==> src/rtl/cpu_pipe_pkg.sv <==
// Shared pipeline types: register/ALU-op widths and the decoded control bundle
// carried from ID into EX.
package cpu_pipe_pkg;

  localparam int REG_AW  = 5;
  localparam int ALUOP_W = 4;

  typedef struct packed {
    logic               RegWrite;
    logic               MemRead;
    logic               MemWrite;
    logic               MemToReg;
    logic               RegDst;
    logic               ALUSrc;
    logic [ALUOP_W-1:0] ALUOp;
  } ctrl_t;

  // A bubble must never write state or touch memory.
  localparam ctrl_t CTRL_BUBBLE = '0;

endpackage

==> src/rtl/load_use_detect.sv <==
// Combinational load-use hazard detector: flags an ID instruction that reads
// the destination of a load currently in EX. Suppressed while ID is being flushed.
module load_use_detect
  import cpu_pipe_pkg::*;
(
  input  logic              i_ex_memread,
  input  logic [REG_AW-1:0] i_ex_rt,
  input  logic [REG_AW-1:0] i_id_rs,
  input  logic [REG_AW-1:0] i_id_rt,
  input  logic              i_id_uses_rs,
  input  logic              i_id_uses_rt,
  input  logic              i_branch_flush,
  output logic              o_stall
);

  logic w_rs_hit;
  logic w_rt_hit;

  assign w_rs_hit = i_id_uses_rs && (i_ex_rt == i_id_rs);
  assign w_rt_hit = i_id_uses_rt && (i_ex_rt == i_id_rt);

  // Register 0 is hard-wired, so a load into it can never create a dependency.
  assign o_stall = i_ex_memread && (i_ex_rt != '0) && (w_rs_hit || w_rt_hit)
                   && !i_branch_flush;

endmodule

==> src/rtl/id_ex_stage.sv <==
// ID/EX pipeline register with load-use stall, branch flush and WB->ID bypass.
// Optional perf counters (StallCount/FlushCount) when ID_EX_PERF_CNT_EN is defined.
module id_ex_stage #(
  parameter int DATA_W  = 32,
  parameter int REG_AW  = cpu_pipe_pkg::REG_AW,
  parameter int ALUOP_W = cpu_pipe_pkg::ALUOP_W
) (
  input  logic               clk,
  input  logic               rst,
  input  logic [REG_AW-1:0]  ID_rs,
  input  logic [REG_AW-1:0]  ID_rt,
  input  logic [REG_AW-1:0]  ID_rd,
  input  logic               ID_UsesRs,
  input  logic               ID_UsesRt,
  input  logic [DATA_W-1:0]  ID_ReadData1,
  input  logic [DATA_W-1:0]  ID_ReadData2,
  input  logic [DATA_W-1:0]  ID_Imm,
  input  logic               ID_RegWrite,
  input  logic               ID_MemRead,
  input  logic               ID_MemWrite,
  input  logic               ID_MemToReg,
  input  logic               ID_RegDst,
  input  logic               ID_ALUSrc,
  input  logic [ALUOP_W-1:0] ID_ALUOp,
  input  logic               BranchFlush,
  input  logic               WB_RegWrite,
  input  logic [REG_AW-1:0]  WB_WriteRegister,
  input  logic [DATA_W-1:0]  WB_WriteData,
  output logic [REG_AW-1:0]  EX_rs,
  output logic [REG_AW-1:0]  EX_rt,
  output logic [REG_AW-1:0]  EX_rd,
  output logic [DATA_W-1:0]  EX_ReadData1,
  output logic [DATA_W-1:0]  EX_ReadData2,
  output logic [DATA_W-1:0]  EX_Imm,
  output logic               EX_RegWrite,
  output logic               EX_MemRead,
  output logic               EX_MemWrite,
  output logic               EX_MemToReg,
  output logic               EX_ALUSrc,
  output logic [ALUOP_W-1:0] EX_ALUOp,
  output logic [REG_AW-1:0]  EX_WriteRegister,
  output logic               PCWrite,
  output logic               IFID_Write,
  output logic               Stall
`ifdef ID_EX_PERF_CNT_EN
  ,
  output logic [31:0]        StallCount,
  output logic [31:0]        FlushCount
`endif
);

  import cpu_pipe_pkg::*;

  ctrl_t              r_ctrl;
  logic [REG_AW-1:0]  r_rs, r_rt, r_rd;
  logic [DATA_W-1:0]  r_rd1, r_rd2, r_imm;

  ctrl_t              w_id_ctrl;
  logic               w_stall;
  logic               w_byp_rs, w_byp_rt;
  logic [DATA_W-1:0]  w_op1, w_op2;

  load_use_detect u_load_use_detect (
    .i_ex_memread   (r_ctrl.MemRead),
    .i_ex_rt        (r_rt),
    .i_id_rs        (ID_rs),
    .i_id_rt        (ID_rt),
    .i_id_uses_rs   (ID_UsesRs),
    .i_id_uses_rt   (ID_UsesRt),
    .i_branch_flush (BranchFlush),
    .o_stall        (w_stall)
  );

  always_comb begin
    // NOTE: every field gets a value on every path, so no latch can be inferred.
    w_id_ctrl          = CTRL_BUBBLE;
    w_id_ctrl.RegWrite = ID_RegWrite;
    w_id_ctrl.MemRead  = ID_MemRead;
    w_id_ctrl.MemWrite = ID_MemWrite;
    w_id_ctrl.MemToReg = ID_MemToReg;
    w_id_ctrl.RegDst   = ID_RegDst;
    w_id_ctrl.ALUSrc   = ID_ALUSrc;
    w_id_ctrl.ALUOp    = ID_ALUOp;
  end

  // The register file is written at the end of WB, so the same-cycle read is stale.
  assign w_byp_rs = WB_RegWrite && (WB_WriteRegister != '0) && (WB_WriteRegister == ID_rs);
  assign w_byp_rt = WB_RegWrite && (WB_WriteRegister != '0) && (WB_WriteRegister == ID_rt);
  assign w_op1    = w_byp_rs ? WB_WriteData : ID_ReadData1;
  assign w_op2    = w_byp_rt ? WB_WriteData : ID_ReadData2;

  // NOTE: sequential state uses non-blocking assignments so every register
  // samples pre-edge values, independent of statement order.
  always_ff @(posedge clk) begin
    if (rst) begin
      r_ctrl <= CTRL_BUBBLE;
      r_rs   <= '0;
      r_rt   <= '0;
      r_rd   <= '0;
      r_rd1  <= '0;
      r_rd2  <= '0;
      r_imm  <= '0;
    end else if (BranchFlush || w_stall) begin
      r_ctrl <= CTRL_BUBBLE;
      r_rs   <= '0;
      r_rt   <= '0;
      r_rd   <= '0;
      r_rd1  <= '0;
      r_rd2  <= '0;
      r_imm  <= '0;
    end else begin
      r_ctrl <= w_id_ctrl;
      r_rs   <= ID_rs;
      r_rt   <= ID_rt;
      r_rd   <= ID_rd;
      r_rd1  <= w_op1;
      r_rd2  <= w_op2;
      r_imm  <= ID_Imm;
    end
  end

`ifdef ID_EX_PERF_CNT_EN
  logic [31:0] r_stall_cnt, r_flush_cnt;

  always_ff @(posedge clk) begin
    if (rst) begin
      r_stall_cnt <= '0;
      r_flush_cnt <= '0;
    end else begin
      if (w_stall)     r_stall_cnt <= r_stall_cnt + 32'd1;
      if (BranchFlush) r_flush_cnt <= r_flush_cnt + 32'd1;
    end
  end

  assign StallCount = r_stall_cnt;
  assign FlushCount = r_flush_cnt;
`endif

  assign EX_rs            = r_rs;
  assign EX_rt            = r_rt;
  assign EX_rd            = r_rd;
  assign EX_ReadData1     = r_rd1;
  assign EX_ReadData2     = r_rd2;
  assign EX_Imm           = r_imm;
  assign EX_RegWrite      = r_ctrl.RegWrite;
  assign EX_MemRead       = r_ctrl.MemRead;
  assign EX_MemWrite      = r_ctrl.MemWrite;
  assign EX_MemToReg      = r_ctrl.MemToReg;
  assign EX_ALUSrc        = r_ctrl.ALUSrc;
  assign EX_ALUOp         = r_ctrl.ALUOp;
  assign EX_WriteRegister = r_ctrl.RegDst ? r_rd : r_rt;
  assign Stall            = w_stall;
  assign PCWrite          = !w_stall;
  assign IFID_Write       = !w_stall;

endmodule

==> config.mk <==
export PLATFORM = sky130hd
export DESIGN_NAME = id_ex_stage
export DESIGN_NICKNAME = d
export VERILOG_FILES = /design/src/rtl/cpu_pipe_pkg.sv /design/src/rtl/load_use_detect.sv /design/src/rtl/id_ex_stage.sv
export SDC_FILE = /design/constraint.sdc
export NUM_CORES = 1
export LEC_CHECK = 0
export ABC_AREA = 0
export BUFFER_PORTS_ARGS = -buffer_cell sky130_fd_sc_hd__buf_2
export CORE_MARGIN = 8
export CORE_UTILIZATION = 42
export CTS_CLUSTER_SIZE = 8
export DETAILED_ROUTE_END_ITERATION = 7
export HOLD_SLACK_MARGIN = 0.12
export PLACE_DENSITY_LB_ADDON = 0.2
export SYNTH_ARGS = -nofsm -noshare
export SYNTH_HDL_FRONTEND = slang
export SYNTH_SLANG_ARGS = --single-unit
==> constraint.sdc <==
create_clock -name clk -period 1.6 [get_ports clk]
set_clock_uncertainty 0.1 [all_clocks]
set_input_delay 0.16 -clock clk [delete_from_list [all_inputs] [get_ports clk]]
set_output_delay 0.16 -clock clk [all_outputs]
set_load 0.02 [all_outputs]
Word level (Yosys, flattened, before mapping)
Cells that the tools add are included.

storage, ports and cells
  bits in registers = 121
  input port bits = 164
  output and inout bits = 128

cells by class
  eq/ne operators = 4
  muxes and demuxes = 3
  reductions and logical operators = 15

operator list
  operator            count
  32-bit two-way mux  2
  5-bit == test       4
  5-bit nonzero test  2
  1-bit logical AND   8
  5-bit two-way mux   1
  1-bit logical NOT   2
  1-bit logical OR    2
  2-bit OR reduction  1

Depth between registers and ports, before layout
Gate-level depths: netlist of run 1.

  depth after elaboration = 7
  depth in mapped cells = 7
  depth with buffers taken out = 4

By module
A second synthesis of run 1 with hierarchy kept.

unflattened totals
  cells, all modules = 408
  area, all modules = 4,277.9 um2

modules (own cells, without submodules)
  module           times used  cells each  area each (um2)
  id_ex_stage      1           390         4,137.7
  load_use_detect  1           18          140.1

Worst setup path before layout of run 1
No wires, ideal clock.

  path type = register to output
  start = register r_rt[1] (netlist: EX_rt[1])
  end = output port PCWrite
  arrival = 1,912 ps
  data required time = 1,340 ps
  path slack = -572 ps
  stages on the path, launching flop included = 8
  path buffers = 3
  cell sequence = dfxtp_1 > xnor2_1 > nand4_1 > o22ai_1 > buf_2 > buf_2 > nand3b_1 > buf_4

on the way
  word-level cells in the longest chain between the ends = 6
  elaborated cells on any way between the ends = 10
  classes of those cells = eq/ne: 2; reduce/logical: 8

ends and longest elaborated chain
  item                                  RTL line                                      RTL
  start, declared                       id_ex_stage.sv:55                             logic [REG_AW-1:0] r_rs, r_rt, r_rd;
  start signal, assigned                id_ex_stage.sv:114                            r_rt <= ID_rt;
  5-bit == test (on tied branches)      load_use_detect.sv:19, load_use_detect.sv:20
  1-bit logical AND (on tied branches)  load_use_detect.sv:19, load_use_detect.sv:20
  1-bit logical OR                      load_use_detect.sv:23                         assign o_stall = i_ex_memread && (i_ex_rt != '0) && (w_rs_hit || w_rt_hit)
  1-bit logical AND *                   load_use_detect.sv:23
  1-bit logical AND *                   load_use_detect.sv:24                         && !i_branch_flush;
  1-bit logical NOT *                   -
  end, declared                         id_ex_stage.sv:42                             output logic PCWrite,

Every way passes the cells marked *; elsewhere a longest branch is shown, timed or not.

Final worst setup path of run 1
  start = register r_rt[2] (netlist: EX_rt[2])
  end = output port Stall

on the way
  word-level cells in the longest chain between the ends = 5
  elaborated cells on any way between the ends = 9
  classes of those cells = eq/ne: 2; reduce/logical: 7

ends and longest elaborated chain
  item                                  RTL line                                      RTL
  5-bit == test (on tied branches)      load_use_detect.sv:19, load_use_detect.sv:20
  1-bit logical AND (on tied branches)  load_use_detect.sv:19, load_use_detect.sv:20
  1-bit logical OR                      load_use_detect.sv:23
  1-bit logical AND *                   load_use_detect.sv:23
  1-bit logical AND *                   load_use_detect.sv:24
  end, declared                         id_ex_stage.sv:44                             output logic Stall

Marked as above.

==> reports/results.ini, run 1 <==
[critical_path]
cp.arrival_ns = 1.91
worstPathCellList = buf_6, xnor2_2, nand4_1, o22ai_4, buf_4, and3b_2, buf_6
end_kind = output pin
critPathSlowestCell = dfxtp_2
required_ns = 1.34
crit_type = flip-flop to output pin
slowest_delay_ns = 0.36
rr_worst_depth = 7
cp_common_cell = buf_6
start_kind = flip-flop
critPathMaxFanout = 4

[clock_network]
cts_htree_levels = 4
clk_path_buf_depth = 2
cts_tree = done
clk_pin_slew_ns = 0.06
cts-root-buf = clkbuf_16
clock_latency_ns = 0.42
cts_buffers = 17
numClockSinks = 121

[finish]
nNetsFinal = 1178
drive_gt1_frac = 0.5239
multi_input_area_um2 = 3089
syn_to_final_growth_pct = 89.15
nFillCells = 709
instances_no_fill = 1204
stdcell_area_um2 = 10870
regArea_um2 = 2437

[pwr]
p_leak_nw = 4.711
p_per_area_nw_per_um2 = 807.6
power_mw = 8.775
peakVddDrop_uv = 723.3

[grt]
overflow = 0
antenna_found_initial = 4
grt_pass1_wl_um = 42810
grt_usage = 0.3054
grt_max_degree = 35
first_global_vias = 7778

[detailed_routing]
totalWireLength_um = 29450
drc = 0
wire_per_inst_um = 24.46
drtAntennaViolNets = 0
first_pass_iters = 5
dr.first_iter.drc_count = 605
vias = 7150
post_drt_via_cell_ratio = 5.939

[floorplanning]
rows = 42
die_area_um2 = 17670
dieHeight_um = 132.9
io_pins = 292
die_x_um = 132.9
coreArea_um2 = 13300
start_util = 0.4321

[status]
status = finished, violations left
violations = negative setup slack

[synth]
synthArstFlopShare = 0
postSynthCellCount = 560
synth_seq_area_share = 0.4217
synth_nets = 724
netlist_area_um2 = 5744
ys_seq_elements = 121
ys.flop_type = dfxtp_1
avgSynthCellArea_um2 = 10.26
synth_edf_count = 0
ys_warn_count = 0
yosysUniqueCellTypes = 26

[worst_hold_path]
hold_depth = 3
hold_path_class = input pin to flip-flop

[placement]
dp_hpwl_um = 15410
io_buffer_count = 291
dp.cells = 987
gp_congestion = 0.8866
dpl_cell_area_um2 = 7751

[timing]
fin_ws_ns = -0.5716
period_needed_ns = 2.172
fmax_mhz = 460.5
rsz0062_at_grt = true
setup_viol = 125
drv_slew = 0
slew_headroom = 0.6048
worst_pin_slew_ns = 0.5878
fin_crit_sh = 1.357
hold_viol = 0

[job]
drv_cap = 0

-- flip-flops by register name, summed over array words and instances, names as in the netlist --
name / flops
EX_MemRead: 1
EX_ReadData1: 32
EX_Imm: 32
EX_ALUSrc: 1
EX_RegWrite: 1
EX_rd: 5
EX_ReadData2: 32
EX_ALUOp: 4
r_ctrl: 1
EX_MemWrite: 1
EX_MemToReg: 1
EX_rt: 5
EX_rs: 5
-- cell usage after synthesis, drive strengths merged (2+ instances only) --
master | n | area share
and3 | 2 | 0.0022
and2 | 2 | 0.0022
dfxtp | 121 | 0.42
nand3 | 2 | 0.0017
a211oi | 57 | 0.074
inv | 57 | 0.037
o31ai | 64 | 0.084
nand2 | 4 | 0.0026
mux2 | 5 | 0.0098
nand4 | 66 | 0.072
a221oi | 64 | 0.16
clkbuf | 32 | 0.021
xnor2 | 20 | 0.030
buf | 55 | 0.064
o21a | 2 | 0.0026
or4 | 2 | 0.0033
-- power by group --
group	total, mW	switching [mW]	internal (mW)
clock	3.49	1.34	2.15
sequential	3.19	0.0520	3.14
combinational	2.09	1.13	0.961
total	8.78	2.52	6.25
-- kinds of logic (layout without fill, tap and decap cells) --
family | after synthesis | count (layout) | synth area share
simple gates | 81 | 81 | 0.08778
mux | 5 | 5 | 0.009801
buf+inv | 144 | 607 | 0.1226
flops | 121 | 121 | 0.4217
xor+xnor | 20 | 20 | 0.03049
compound gates | 189 | 189 | 0.3276
other cells | 0 | 5 | 0
-- worst paths after layout --
| check | start | end | slack (ns) |
|---|---|---|---|
| min reg2reg | EX_MemRead | EX_rs[1] | 0.94 |
| min | BranchFlush | EX_rt[1] | 0.21 |
| max | EX_rt[2] | Stall | -0.57 |
| max reg2reg | EX_rt[0] | EX_ReadData1[30] | -0.52 |
-- worst max-delay path, delay by kind of cell (launching register included) --
| kind | cells | cell delay [ns] |
|---|---|---|
| AOI/OAI and AO/OA | 1 | 0.24 |
| xor gates and xnor gates | 1 | 0.11 |
| buffers and inverters | 3 | 0.41 |
| DFF | 1 | 0.36 |
| and+or+nand+nor | 2 | 0.37 |
-- cell type report --
class | count | area share
diodes | 5 | 0.001152
clock buffers | 25 | 0.04664
clock inverters | 3 | 0.001382
inverters | 57 | 0.01969
multi-input cells | 295 | 0.2843
flip-flops and latches | 121 | 0.2243
well taps | 176 | 0.02027
repair buffers | 522 | 0.4022
-- layer usage --
metal	part of all wire	vias up	GRT usage
li1	-	3070	-
met1	0.34	3406	0.3050
met2	0.52	537	0.5414
met3	0.090	137	0.09463
met4	0.058	0	0.1931
met5	0	-	0
-- cells in the final DEF (no fill, tap or decap), types with 2 or more instances in the layout --
master           n
buf_6           17
xnor2_1         16
nand2_1          4
buf_2          284
inv_1           57
a221oi_2        58
a211oi_2        54
dfxtp_4          3
diode_2          5
clkbuf_16       26
clkbuf_1         4
xnor2_2          3
clkbuf_8         3
buf_4           15
buf_16           5
a211oi_4         3
mux2_2           5
and3_1           2
dfxtp_2          3
nand3_1          2
dlygate4sd3_1  154
dfxtp_1        115
buf_12          36
or4_4            2
nand4_1         66
o31ai_1         64
clkinv_2         3
buf_8            3
and2_1           2
a221oi_4         6
-- through the flow --
stage / utilization / worst slack (ns) / hold slack [ns] / TNS (ns)
final: 0.8172 / -0.5716 / 0.2088 / -48.73
after global routing: 0.8171 / -0.6334 / 0.2274 / -52.24
after CTS: 0.7913 / -0.5428 / 0.1884 / -53.43
after detailed placement: 0.5830 / -0.2885 / 0.2830 / -24.66
after global placement: 0.5830 / -0.2235 / 0.2768 / -19.38
after floorplan: - / -0.4818 / 0.1638 / -22.64
-- what timing repair did --
item | in CTS | in global routing
hold buffers | 154 | 0
cloned | 11 | 8
pin swaps | 8 | 20
resized for setup | 74 | 48
endpoints found under the hold margin | 121 | 0
buffers inserted | 8 | 12
endpoints found under the setup margin | 127 | 129
Note: power is estimated with default switching activity, not from simulation.
==> inputs of run 2 (changes only) <==
--- a/config.mk
+++ b/config.mk
@@ -16,3 +16,4 @@
 export SYNTH_ARGS = -nofsm -noshare
 export SYNTH_HDL_FRONTEND = slang
 export SYNTH_SLANG_ARGS = --single-unit
+export TNS_END_PERCENT = 50
==> reports/results.ini, run 2 (synthesis results as in run 1) <==
[timing]
fin_ws_ns = -0.5477
drv_slew = 0
worst_pin_slew_ns = 0.6638
rsz0062_at_grt = true
setup_viol = 125
hold_viol = 0
finalSetupTns_ns = -31.45
fin_crit_sh = 1.342
period_needed_ns = 2.148
fmax_mhz = 465.6
slew_headroom = 0.5575

[detailed_routing]
post_drt_via_cell_ratio = 5.748
vias = 6846
dr.first_iter.drc_count = 852
first_pass_iters = 6
wl_met3_um = 2364
drtAntennaViolNets = 0
totalWireLength_um = 26350
wire_per_inst_um = 22.13
wl_met2_um = 13060
met1Wirelength_um = 9582
routed.top_layer = met4
drc = 0

[critical_path]
reg2reg_to = EX_Imm[11]
worstPathCellList = buf_6, xnor2_2, nand4_1, o22ai_4, buf_6, nand3b_1, buf_6
start_kind = flip-flop
slowest_delay_ns = 0.32
crit_start = EX_rt[2]
critPathSlowestCell = dfxtp_2
r2r_slack_ns = -0.32
required_ns = 1.34
critical_path.reg2reg.startpoint = EX_rt[2]
cp.arrival_ns = 1.89
critPathMaxFanout = 4
end_kind = output pin
cp_common_cell = buf_6
crit_type = flip-flop to output pin
rr_worst_depth = 8

[finish]
syn_to_final_growth_pct = 77.87
layout_common_cells = buf_2, dlygate4sd3_1, dfxtp_1
drive_gt1_frac = 0.4891
nNetsFinal = 1159
instances_no_fill = 1191
final_common_cell = buf_2

[pwr]
p_per_area_nw_per_um2 = 839.8
power_mw = 8.581
p_int_mw = 6.171
power_frac_seq = 0.372
comb_power_share = 0.224
clockPowerShare = 0.405
peakVddDrop_uv = 674.1
swShare = 0.2809
p_switching_mw = 2.410
p_leak_nw = 4.491

[floorplanning]
start_util = 0.4321
die_x_um = 132.9
rows = 42
die_area_um2 = 17670
coreArea_um2 = 13300
dieHeight_um = 132.9
io_pins = 292

[grt]
overflow = 0
grt_usage = 0.2820
grt_pass1_wl_um = 39850
grt_max_degree = 42
first_global_vias = 7162
antenna_found_initial = 6

[clock_network]
cts-root-buf = clkbuf_16
clock_latency_ns = 0.41
clk_path_buf_depth = 2
cts_buffers = 17
numClockSinks = 121
clk_pin_slew_ns = 0.05
cts_tree = done
cts_htree_levels = 4

[job]
drv_cap = 0

[placement]
io_buffer_count = 291
gp_congestion = 0.8995
dp_hpwl_um = 15520
dp.cells = 990

[worst_hold_path]
hold_path_class = input pin to flip-flop
min_to = EX_ReadData2[24]
hold_depth = 5
hp-start = WB_RegWrite

[status]
status = finished, violations left
violations = negative setup slack

run 2: metal layers:
metal	vias up	global-route usage
met5	-	0
met4	0	0.1678
met3	117	0.08592
met2	464	0.4735
met1	3229	0.3079
li1	3036	-
run 2: worst max-delay path, delay by kind of cell (launching register included):
family          cells  cell delay (ns)
buf+inv             3             0.45
flops               1             0.32
compound gates      1             0.24
simple gates        2             0.33
xor+xnor            1             0.13
run 2: power by group through the flow:
stage	sequential (mW)	clock, mW	combinational (mW)
6_report	3.19	3.47	1.92
5_1_grt	3.20	3.66	2.02
3_5_place_dp	3.25	0	1.47
3_3_place_gp	3.24	0	1.44
4_1_cts	3.18	3.48	1.81
2_1_floorplan	3.40	0	0.657
run 2: per-stage QoR:
step	util	hold WS [ns]	setup WS, ns	instance area (um2)
6_report	0.7685	0.3282	-0.5477	10220
5_1_grt	0.7681	0.3428	-0.6357	10210
4_1_cts	0.7459	0.3037	-0.5119	9917
3_5_place_dp	0.5749	0.2837	-0.2728	7644
3_3_place_gp	0.5749	0.2773	-0.2274	7644
2_1_floorplan	-	0.1638	-0.4818	5812
run 2: what timing repair did:
item                       CTS  global route
gates cloned                 0             4
gates resized for setup     41            35
hold buffers               153             0
setup endpoints to repair  129           128
setup buffers                4             2
hold endpoints to repair   121             0
pin swaps                    7             7
run 2: how the worst max path moves through the flow:
stage	endpoint	slack [ns]
3_3_place_gp	EX_Imm[25]	-0.23
6_report	IFID_Write	-0.55
5_1_grt	IFID_Write	-0.64
4_1_cts	Stall	-0.51
3_5_place_dp	EX_ReadData2[12]	-0.27
2_1_floorplan	PCWrite	-0.48
run 2: cell type report:
class,count,area [um2]
clock inverter,3,15.01
timing repair buffer,503,3890
multi-input combinational,295,2905
fill,811,3078
tap,176,220.2
antenna,9,22.52
inverter,57,214.0
clock buffer,27,513.0
sequential,121,2437
